`config.mk`:
```
export PLATFORM = sky130hd
export DESIGN_NAME = acq_controller_flat
export DESIGN_NICKNAME = d
export VERILOG_FILES = /design/src/rtl/acq_if.sv /design/src/rtl/acq_controller.sv /design/src/flat_wrapper.sv
export SDC_FILE = /design/constraint.sdc
export NUM_CORES = 1
export LEC_CHECK = 0
export ABC_CLOCK_PERIOD_IN_PS = 4560
export BUFFER_PORTS_ARGS = -buffer_cell sky130_fd_sc_hd__buf_2
export CAP_MARGIN = 10
export CORE_MARGIN = 1.5
export CORE_UTILIZATION = 60
export DETAILED_ROUTE_END_ITERATION = 10
export GPL_TIMING_DRIVEN = 1
export PLACE_DENSITY = 0.85
export SLEW_MARGIN = 20
export SYNTH_ARGS = -nofsm -noshare
export SYNTH_HDL_FRONTEND = slang
export SYNTH_SLANG_ARGS = --single-unit
export TNS_END_PERCENT = 20
```
`constraint.sdc`:
```
create_clock -name CLOCK -period 4.56 [get_ports CLOCK]
set_input_delay 0.456 -clock CLOCK [delete_from_list [all_inputs] [get_ports CLOCK]]
set_output_delay 0.456 -clock CLOCK [all_outputs]
set_load 0.005 [all_outputs]
```
`src/rtl/acq_if.sv`:
```
// Host/DiscReader-side signal bundle for the acquisition sequencer.
// master: host register block / drive side (drives control and status inputs).
// slave : acq_controller (consumes control, drives RUN and status).
// Optional macro ACQ_TIMEOUT_EN adds TIMEOUT_CLKS (width TIMEOUT_WIDTH).
interface acq_if #(
  parameter int unsigned BCNT_WIDTH    = 19
`ifdef ACQ_TIMEOUT_EN
  ,
  parameter int unsigned TIMEOUT_WIDTH = 32
`endif
);
  logic                  START;
  logic                  ABORT;
  logic                  START_MODE;
  logic [7:0]            START_COUNT;
  logic [1:0]            STOP_MODE;
  logic [7:0]            STOP_COUNT;
  logic [BCNT_WIDTH-1:0] BYTE_LIMIT;
  logic                  FD_INDEX_IN;
  logic                  RD_WRITE;
  logic                  RAM_FULL;
`ifdef ACQ_TIMEOUT_EN
  logic [TIMEOUT_WIDTH-1:0] TIMEOUT_CLKS;
`endif
  logic                  RUN;
  logic [2:0]            STATE;
  logic [1:0]            STOP_REASON;
  logic [BCNT_WIDTH-1:0] BYTE_COUNT;
  logic [7:0]            INDEX_SEEN;

  modport master (
`ifdef ACQ_TIMEOUT_EN
    output TIMEOUT_CLKS,
`endif
    output START, ABORT, START_MODE, START_COUNT, STOP_MODE, STOP_COUNT,
    output BYTE_LIMIT, FD_INDEX_IN, RD_WRITE, RAM_FULL,
    input  RUN, STATE, STOP_REASON, BYTE_COUNT, INDEX_SEEN
  );

  modport slave (
`ifdef ACQ_TIMEOUT_EN
    input  TIMEOUT_CLKS,
`endif
    input  START, ABORT, START_MODE, START_COUNT, STOP_MODE, STOP_COUNT,
    input  BYTE_LIMIT, FD_INDEX_IN, RD_WRITE, RAM_FULL,
    output RUN, STATE, STOP_REASON, BYTE_COUNT, INDEX_SEEN
  );
endinterface

```
`src/rtl/acq_controller.sv`:
```
// Acquisition sequencer for the DiscReader core: starts RUN immediately or
// after N index edges, stops on abort / RAM full / byte limit / index count,
// counts stored bytes and reports state and stop reason.
// Ports: CLOCK, RESET (async, active high), bus (acq_if.slave):
//   inputs  START ABORT START_MODE START_COUNT STOP_MODE STOP_COUNT
//           BYTE_LIMIT FD_INDEX_IN RD_WRITE RAM_FULL [TIMEOUT_CLKS]
//   outputs RUN STATE STOP_REASON BYTE_COUNT INDEX_SEEN (all registered)
// Optional macro ACQ_TIMEOUT_EN: start-wait timeout via TIMEOUT_CLKS.
module acq_controller #(
  parameter int unsigned BCNT_WIDTH    = 19,
  parameter int unsigned FLUSH_CLKS    = 8
`ifdef ACQ_TIMEOUT_EN
  ,
  parameter int unsigned TIMEOUT_WIDTH = 32
`endif
) (
  input  logic CLOCK,
  input  logic RESET,
  acq_if.slave bus
);

  localparam int unsigned FLUSH_W = (FLUSH_CLKS > 1) ? $clog2(FLUSH_CLKS) : 1;
  localparam int unsigned SUM_W   = BCNT_WIDTH + 1;

  typedef enum logic [2:0] {
    S_IDLE       = 3'd0,
    S_WAIT_START = 3'd1,
    S_ACQUIRE    = 3'd2,
    S_FLUSH      = 3'd3,
    S_DONE       = 3'd4
  } state_t;

  state_t                state_q, state_d;
  logic                  run_q;
  logic [1:0]            reason_q, reason_d;
  logic [BCNT_WIDTH-1:0] bcnt_q, bcnt_d;
  logic [7:0]            iseen_q, iseen_d;
  logic [7:0]            start_rem_q, start_rem_d;
  logic [7:0]            stop_cnt_q, stop_cnt_d;
  logic [1:0]            stop_mode_q, stop_mode_d;
  logic [BCNT_WIDTH-1:0] byte_lim_q, byte_lim_d;
  logic [FLUSH_W-1:0]    flush_q, flush_d;
`ifdef ACQ_TIMEOUT_EN
  logic [TIMEOUT_WIDTH-1:0] tmo_cnt_q, tmo_cnt_d;
  logic [TIMEOUT_WIDTH-1:0] tmo_lim_q, tmo_lim_d;
`endif

  // Index edge detect: 2-FF synchroniser, previous value, registered edge
  logic sync1_q, sync2_q, prev_q, idx_edge_q;

  always_ff @(posedge CLOCK or posedge RESET) begin
    if (RESET) begin
      sync1_q    <= 1'b0;
      sync2_q    <= 1'b0;
      prev_q     <= 1'b0;
      idx_edge_q <= 1'b0;
    end else begin
      sync1_q    <= bus.FD_INDEX_IN;
      sync2_q    <= sync1_q;
      prev_q     <= sync2_q;
      idx_edge_q <= sync2_q & ~prev_q;
    end
  end

  logic             bcnt_inc;
  logic [SUM_W-1:0] bcnt_sum;
  logic             start_ok;

  // Next-state and counter logic
  always_comb begin
    state_d     = state_q;
    reason_d    = reason_q;
    bcnt_d      = bcnt_q;
    iseen_d     = iseen_q;
    start_rem_d = start_rem_q;
    stop_cnt_d  = stop_cnt_q;
    stop_mode_d = stop_mode_q;
    byte_lim_d  = byte_lim_q;
    flush_d     = flush_q;
`ifdef ACQ_TIMEOUT_EN
    tmo_cnt_d   = tmo_cnt_q;
    tmo_lim_d   = tmo_lim_q;
`endif
    bcnt_inc = bus.RD_WRITE && (bcnt_q != {BCNT_WIDTH{1'b1}});
    bcnt_sum = {1'b0, bcnt_q} + SUM_W'(bus.RD_WRITE);
    // A START coinciding with ABORT in DONE is dropped
    start_ok = bus.START && !(state_q == S_DONE && bus.ABORT);

    case (state_q)
      S_IDLE, S_DONE: begin
        if (start_ok) begin
          bcnt_d      = '0;
          iseen_d     = '0;
          reason_d    = 2'd0;
          start_rem_d = (bus.START_COUNT == 8'd0) ? 8'd1 : bus.START_COUNT;
          stop_cnt_d  = (bus.STOP_COUNT == 8'd0) ? 8'd1 : bus.STOP_COUNT;
          stop_mode_d = bus.STOP_MODE;
          byte_lim_d  = bus.BYTE_LIMIT;
`ifdef ACQ_TIMEOUT_EN
          tmo_cnt_d   = '0;
          tmo_lim_d   = bus.TIMEOUT_CLKS;
`endif
          state_d     = bus.START_MODE ? S_WAIT_START : S_ACQUIRE;
        end
      end

      S_WAIT_START: begin
`ifdef ACQ_TIMEOUT_EN
        tmo_cnt_d = tmo_cnt_q + TIMEOUT_WIDTH'(1);
`endif
        if (bus.ABORT) begin
          reason_d = 2'd0;
          state_d  = S_DONE;
        end else if (idx_edge_q && start_rem_q <= 8'd1) begin
          state_d = S_ACQUIRE;
        end else if (idx_edge_q) begin
          start_rem_d = start_rem_q - 8'd1;
        end
`ifdef ACQ_TIMEOUT_EN
        // Start condition wins over a timeout expiring on the same clock
        else if (tmo_lim_q != '0 && (tmo_cnt_q + TIMEOUT_WIDTH'(1)) == tmo_lim_q) begin
          reason_d = 2'd3;
          state_d  = S_DONE;
        end
`endif
      end

      S_ACQUIRE: begin
        if (bcnt_inc) bcnt_d = bcnt_q + BCNT_WIDTH'(1);
        if (idx_edge_q && iseen_q != 8'hFF) iseen_d = iseen_q + 8'd1;
        flush_d = FLUSH_W'(FLUSH_CLKS - 1);
        // Stop priority: abort > RAM full > byte limit > index count
        if (bus.ABORT) begin
          reason_d = 2'd0;
          state_d  = S_FLUSH;
        end else if (bus.RAM_FULL) begin
          reason_d = 2'd3;
          state_d  = S_FLUSH;
        end else if (stop_mode_q == 2'd2 && bcnt_sum >= {1'b0, byte_lim_q}) begin
          reason_d = 2'd2;
          state_d  = S_FLUSH;
        end else if (stop_mode_q == 2'd1 && iseen_d >= stop_cnt_q) begin
          reason_d = 2'd1;
          state_d  = S_FLUSH;
        end
      end

      S_FLUSH: begin
        if (bcnt_inc) bcnt_d = bcnt_q + BCNT_WIDTH'(1);
        if (bus.ABORT || flush_q == '0) begin
          state_d = S_DONE;
        end else begin
          flush_d = flush_q - FLUSH_W'(1);
        end
      end

      default: state_d = S_IDLE;
    endcase
  end

  always_ff @(posedge CLOCK or posedge RESET) begin
    if (RESET) begin
      state_q     <= S_IDLE;
      run_q       <= 1'b0;
      reason_q    <= 2'd0;
      bcnt_q      <= '0;
      iseen_q     <= '0;
      start_rem_q <= '0;
      stop_cnt_q  <= '0;
      stop_mode_q <= '0;
      byte_lim_q  <= '0;
      flush_q     <= '0;
`ifdef ACQ_TIMEOUT_EN
      tmo_cnt_q   <= '0;
      tmo_lim_q   <= '0;
`endif
    end else begin
      state_q     <= state_d;
      run_q       <= (state_d == S_ACQUIRE);
      reason_q    <= reason_d;
      bcnt_q      <= bcnt_d;
      iseen_q     <= iseen_d;
      start_rem_q <= start_rem_d;
      stop_cnt_q  <= stop_cnt_d;
      stop_mode_q <= stop_mode_d;
      byte_lim_q  <= byte_lim_d;
      flush_q     <= flush_d;
`ifdef ACQ_TIMEOUT_EN
      tmo_cnt_q   <= tmo_cnt_d;
      tmo_lim_q   <= tmo_lim_d;
`endif
    end
  end

  assign bus.RUN         = run_q;
  assign bus.STATE       = 3'(state_q);
  assign bus.STOP_REASON = reason_q;
  assign bus.BYTE_COUNT  = bcnt_q;
  assign bus.INDEX_SEEN  = iseen_q;

endmodule

```
`src/flat_wrapper.sv`:
```
// flat-port wrapper written by rule: the top's interface ports become plain ports
module acq_controller_flat 
#(
  parameter int unsigned BCNT_WIDTH    = 19,
  parameter int unsigned FLUSH_CLKS    = 8

)
  (CLOCK, RESET, bus_START, bus_ABORT, bus_START_MODE, bus_START_COUNT, bus_STOP_MODE, bus_STOP_COUNT, bus_BYTE_LIMIT, bus_FD_INDEX_IN, bus_RD_WRITE, bus_RAM_FULL, bus_RUN, bus_STATE, bus_STOP_REASON, bus_BYTE_COUNT, bus_INDEX_SEEN);
  acq_if #(.BCNT_WIDTH(BCNT_WIDTH)) bus_i ();
  input  logic CLOCK;
  input  logic RESET;
  input wire logic [$bits(bus_i.START)-1:0] bus_START;
  input wire logic [$bits(bus_i.ABORT)-1:0] bus_ABORT;
  input wire logic [$bits(bus_i.START_MODE)-1:0] bus_START_MODE;
  input wire logic [$bits(bus_i.START_COUNT)-1:0] bus_START_COUNT;
  input wire logic [$bits(bus_i.STOP_MODE)-1:0] bus_STOP_MODE;
  input wire logic [$bits(bus_i.STOP_COUNT)-1:0] bus_STOP_COUNT;
  input wire logic [$bits(bus_i.BYTE_LIMIT)-1:0] bus_BYTE_LIMIT;
  input wire logic [$bits(bus_i.FD_INDEX_IN)-1:0] bus_FD_INDEX_IN;
  input wire logic [$bits(bus_i.RD_WRITE)-1:0] bus_RD_WRITE;
  input wire logic [$bits(bus_i.RAM_FULL)-1:0] bus_RAM_FULL;
  output wire logic [$bits(bus_i.RUN)-1:0] bus_RUN;
  output wire logic [$bits(bus_i.STATE)-1:0] bus_STATE;
  output wire logic [$bits(bus_i.STOP_REASON)-1:0] bus_STOP_REASON;
  output wire logic [$bits(bus_i.BYTE_COUNT)-1:0] bus_BYTE_COUNT;
  output wire logic [$bits(bus_i.INDEX_SEEN)-1:0] bus_INDEX_SEEN;
  assign bus_i.START = bus_START;
  assign bus_i.ABORT = bus_ABORT;
  assign bus_i.START_MODE = bus_START_MODE;
  assign bus_i.START_COUNT = bus_START_COUNT;
  assign bus_i.STOP_MODE = bus_STOP_MODE;
  assign bus_i.STOP_COUNT = bus_STOP_COUNT;
  assign bus_i.BYTE_LIMIT = bus_BYTE_LIMIT;
  assign bus_i.FD_INDEX_IN = bus_FD_INDEX_IN;
  assign bus_i.RD_WRITE = bus_RD_WRITE;
  assign bus_i.RAM_FULL = bus_RAM_FULL;
  assign bus_RUN = bus_i.RUN;
  assign bus_STATE = bus_i.STATE;
  assign bus_STOP_REASON = bus_i.STOP_REASON;
  assign bus_BYTE_COUNT = bus_i.BYTE_COUNT;
  assign bus_INDEX_SEEN = bus_i.INDEX_SEEN;
  acq_controller #(.BCNT_WIDTH(BCNT_WIDTH), .FLUSH_CLKS(FLUSH_CLKS)) u_core (.CLOCK(CLOCK), .RESET(RESET), .bus(bus_i));
endmodule
```
==> flow_summary.json <==
{
  "async_reset_ff_share_pct": 100,
  "min_to": "u_core.sync1_q$_DFF_PP0_",
  "worstReg2RegStart": "u_core.bus.INDEX_SEEN[0]$_DFFE_PP0P_",
  "grtUsageTotal_pct": 26.7,
  "dieArea_um2": 8470,
  "avgSynthCellArea_um2": 8.76,
  "drt_iter0_drc": 282,
  "fin_tns_setup_ps": 0,
  "skew_ps": 7.75,
  "grt_pass1_wl_mm": 18.1,
  "placed_area_um2": 5140,
  "rsz0062_at_grt": "false",
  "min_period_ps": 3270,
  "required_ps": 4790,
  "dr.pass1.iters": 6,
  "start_util_pct": 61.9,
  "synth_area_um2": 4760,
  "wire_per_inst_um": 14.9,
  "cts_resized": 0,
  "gp_congestion": 0.914,
  "regArea_um2": 1930,
  "cts_buffers": 9,
  "layout_common_cells": "nand2_1, buf_2, dfrtp_1",
  "yosysSeqAreaShare_pct": 40.5,
  "drt.antenna.violating_nets": 0,
  "fin_area_um2": 5380,
  "placed_cells": 699,
  "synth_edf_count": 0,
  "drv_cap": 0,
  "synth_area_leaders": "dfrtp_1, ha_1, nand2_1",
  "final_common_cell": "nand2_1",
  "instances_no_fill": 715,
  "cp.arrival_ps": 3500,
  "period_share_pct": 71.7,
  "cts_tree": "yes",
  "clk_latency_ps": 350,
  "rrSetupSlack_ps": 1290,
  "hold_start": "bus_FD_INDEX_IN",
  "min_path_cells": 1,
  "io_pins": 78,
  "row_count": 32,
  "endpoint_kind": "flip-flop",
  "h-tree-depth": 3,
  "drive_gt1_share_pct": 17.0,
  "worstSetupPathType": "flip-flop to flip-flop",
  "post_cts_buffers": 0,
  "routed_via_density": 5.78,
  "multiInputGateArea_um2": 2540,
  "synth_cell_types": 58,
  "start_kind": "flip-flop",
  "grt_max_degree": 45,
  "worstPathMaxFanout": 6,
  "max_freq_mhz": 306,
  "dr_total_vias": 4133,
  "peakVddDrop_uv": 262,
  "place_hpwl_mm": 7.84,
  "yosysTopAreaCellShare_pct": 40.5,
  "synth_area_leader_cell": "dfrtp_1",
  "core_um2": 7690,
  "cts_sinks": 77,
  "yosysWarnings": 0,
  "syn_nets": 623,
  "fin_nets": 688,
  "antenna_cells": 0,
  "status": "completed",
  "netlist_instances": 543,
  "first_global_vias": 4067,
  "drt-total-wl_mm": 10.6,
  "hold_ws_ps": 213,
  "ctsHoldBuffers": 0,
  "syn_to_final_growth_pct": 13.1,
  "antenna_found_initial": 0,
  "grt_overflow": 0,
  "n_fill_cell": 622,
  "holdCritPathClass": "input pin to flip-flop",
  "setup_viol": 0,
  "synth_seq_cells": 77,
  "reg2reg_depth": 11,
  "die_h_um": 92.0,
  "tightestPinTransition_ps": 1010,
  "maxSlewViolCount": 0,
  "r2r-end": "u_core.bus.STATE[0]$_DFF_PP0_",
  "synth_ff_type": "dfrtp_1",
  "power_density_nw_per_um2": 484,
  "hold_viol": 0,
  "drcViolationCount": 0,
  "p_leak_nw": 2.65,
  "clockRootBuffer": "clkbuf_8",
  "cts_max_path_buffers": 2,
  "portBuffers": 77,
  "clkTransAtPathRegs_ps": 80,
  "die_x_um": 92.0,
  "slew_headroom_pct": 32.3
}
stage by stage:
| stage | setup WS, ps | utilization (%) | power [mW] |
|---|---|---|---|
| finish | 1290 | 70.0 | 2.60 |
| global route | 1070 | 70.0 | 2.81 |
| CTS | 1310 | 70.0 | 2.61 |
| detailed placement | 1330 | 66.8 | 1.98 |
| global placement | 1440 | 66.8 | 1.91 |
| floorplan | 1540 | - | 1.73 |
logic make-up (layout without fill, tap and decap cells):
family	Yosys count	after routing	synth area share, %
compound gates	123	123	16.3
xor+xnor	37	37	6.81
fa+ha+maj	35	35	9.21
buf+inv	63	133	6.10
flops	77	77	40.5
mux	2	2	0.447
simple gates	206	206	20.6
synthesized netlist by cell type (2+ instances only):
cell and count:
nand2_1 80, dfrtp_1 77, nor2_1 43, inv_1 38, ha_1 35, o21ai_0 35, a21oi_1 22, xnor2_1 22
o21ai_1 21, nand3_1 15, xor2_1 15, nor3_1 12, clkbuf_1 11, nand4_1 10, and3_1 7, buf_2 7
nand2b_1 7, nor2b_1 7, a21o_1 6, or3_1 6, a211oi_1 5, buf_6 5, nor4_1 5, o211ai_1 5
a22oi_1 4, nor4b_1 3, o2111ai_1 3, o22ai_1 3, a221o_1 2, and2_1 2, buf_4 2, o21a_1 2
metal layers:
metal	share of wire, %	global-route usage [%]	wire length [um]	vias to the layer above
met1	45	35.5	4730	1975
met3	5.4	4.31	574	23
li1	-	-	-	2009
met2	48	43.7	5050	126
met5	0	0	0	-
met4	2.5	10.6	267	0
worst max-delay path by stage:
stage	slack, ps	endpoint	from	depth (start not counted)
after floorplan	1540	u_core.bus.STATE[0]$_DFF_PP0_	u_core.bus.INDEX_SEEN[0]$_DFFE_PP0P_	11
after CTS	1310	u_core.bus.STATE[0]$_DFF_PP0_	u_core.bus.INDEX_SEEN[0]$_DFFE_PP0P_	11
after global routing	1070	u_core.bus.STATE[0]$_DFF_PP0_	u_core.bus.INDEX_SEEN[0]$_DFFE_PP0P_	11
final	1290	u_core.bus.STATE[0]$_DFF_PP0_	u_core.bus.INDEX_SEEN[0]$_DFFE_PP0P_	11
after global placement	1440	u_core.bus.STATE[0]$_DFF_PP0_	u_core.bus.INDEX_SEEN[0]$_DFFE_PP0P_	11
after detailed placement	1330	u_core.bus.STATE[0]$_DFF_PP0_	u_core.bus.INDEX_SEEN[0]$_DFFE_PP0P_	11
cell type report:
class	count	share of cell area (%)
clock buffers	12	2.70
clock inverters	4	1.77
inverters	38	2.65
multi-input cells	403	47.2
flip-flops and latches	77	35.8
well taps	102	2.37
repair buffers	79	7.44
worst max-delay path, stage by stage (launching register included):
cell and delay (ps):
dfrtp_1 440, ha_1 300, nand2_1 80, o2111ai_1 210, nor3_1 360, xor2_1 190, ha_1 260, a21o_1 180
a2111o_1 390, a41o_1 220, a221o_1 330, a21bo_1 200
sequential cells by signal (all words and copies together) (netlist names), 2 cells and up:
name and flops:
u_core.byte_lim_q 19, u_core.stop_mode_q 2, u_core.start_rem_q 8, u_core.bus.INDEX_SEEN 8, u_core.bus.STOP_REASON 2, u_core.bus.STATE 3
u_core.bus.BYTE_COUNT 19, u_core.stop_cnt_q 8, u_core.flush_q 3
where the power goes:
part	switching (mW)	internal, mW	leakage (nW)
Combinational	0.581	0.353	1.54
Sequential	0.151	0.888	0.984
Clock	0.250	0.379	0.121
Total	0.982	1.62	2.65
Note: power is estimated with default switching activity, not from simulation.
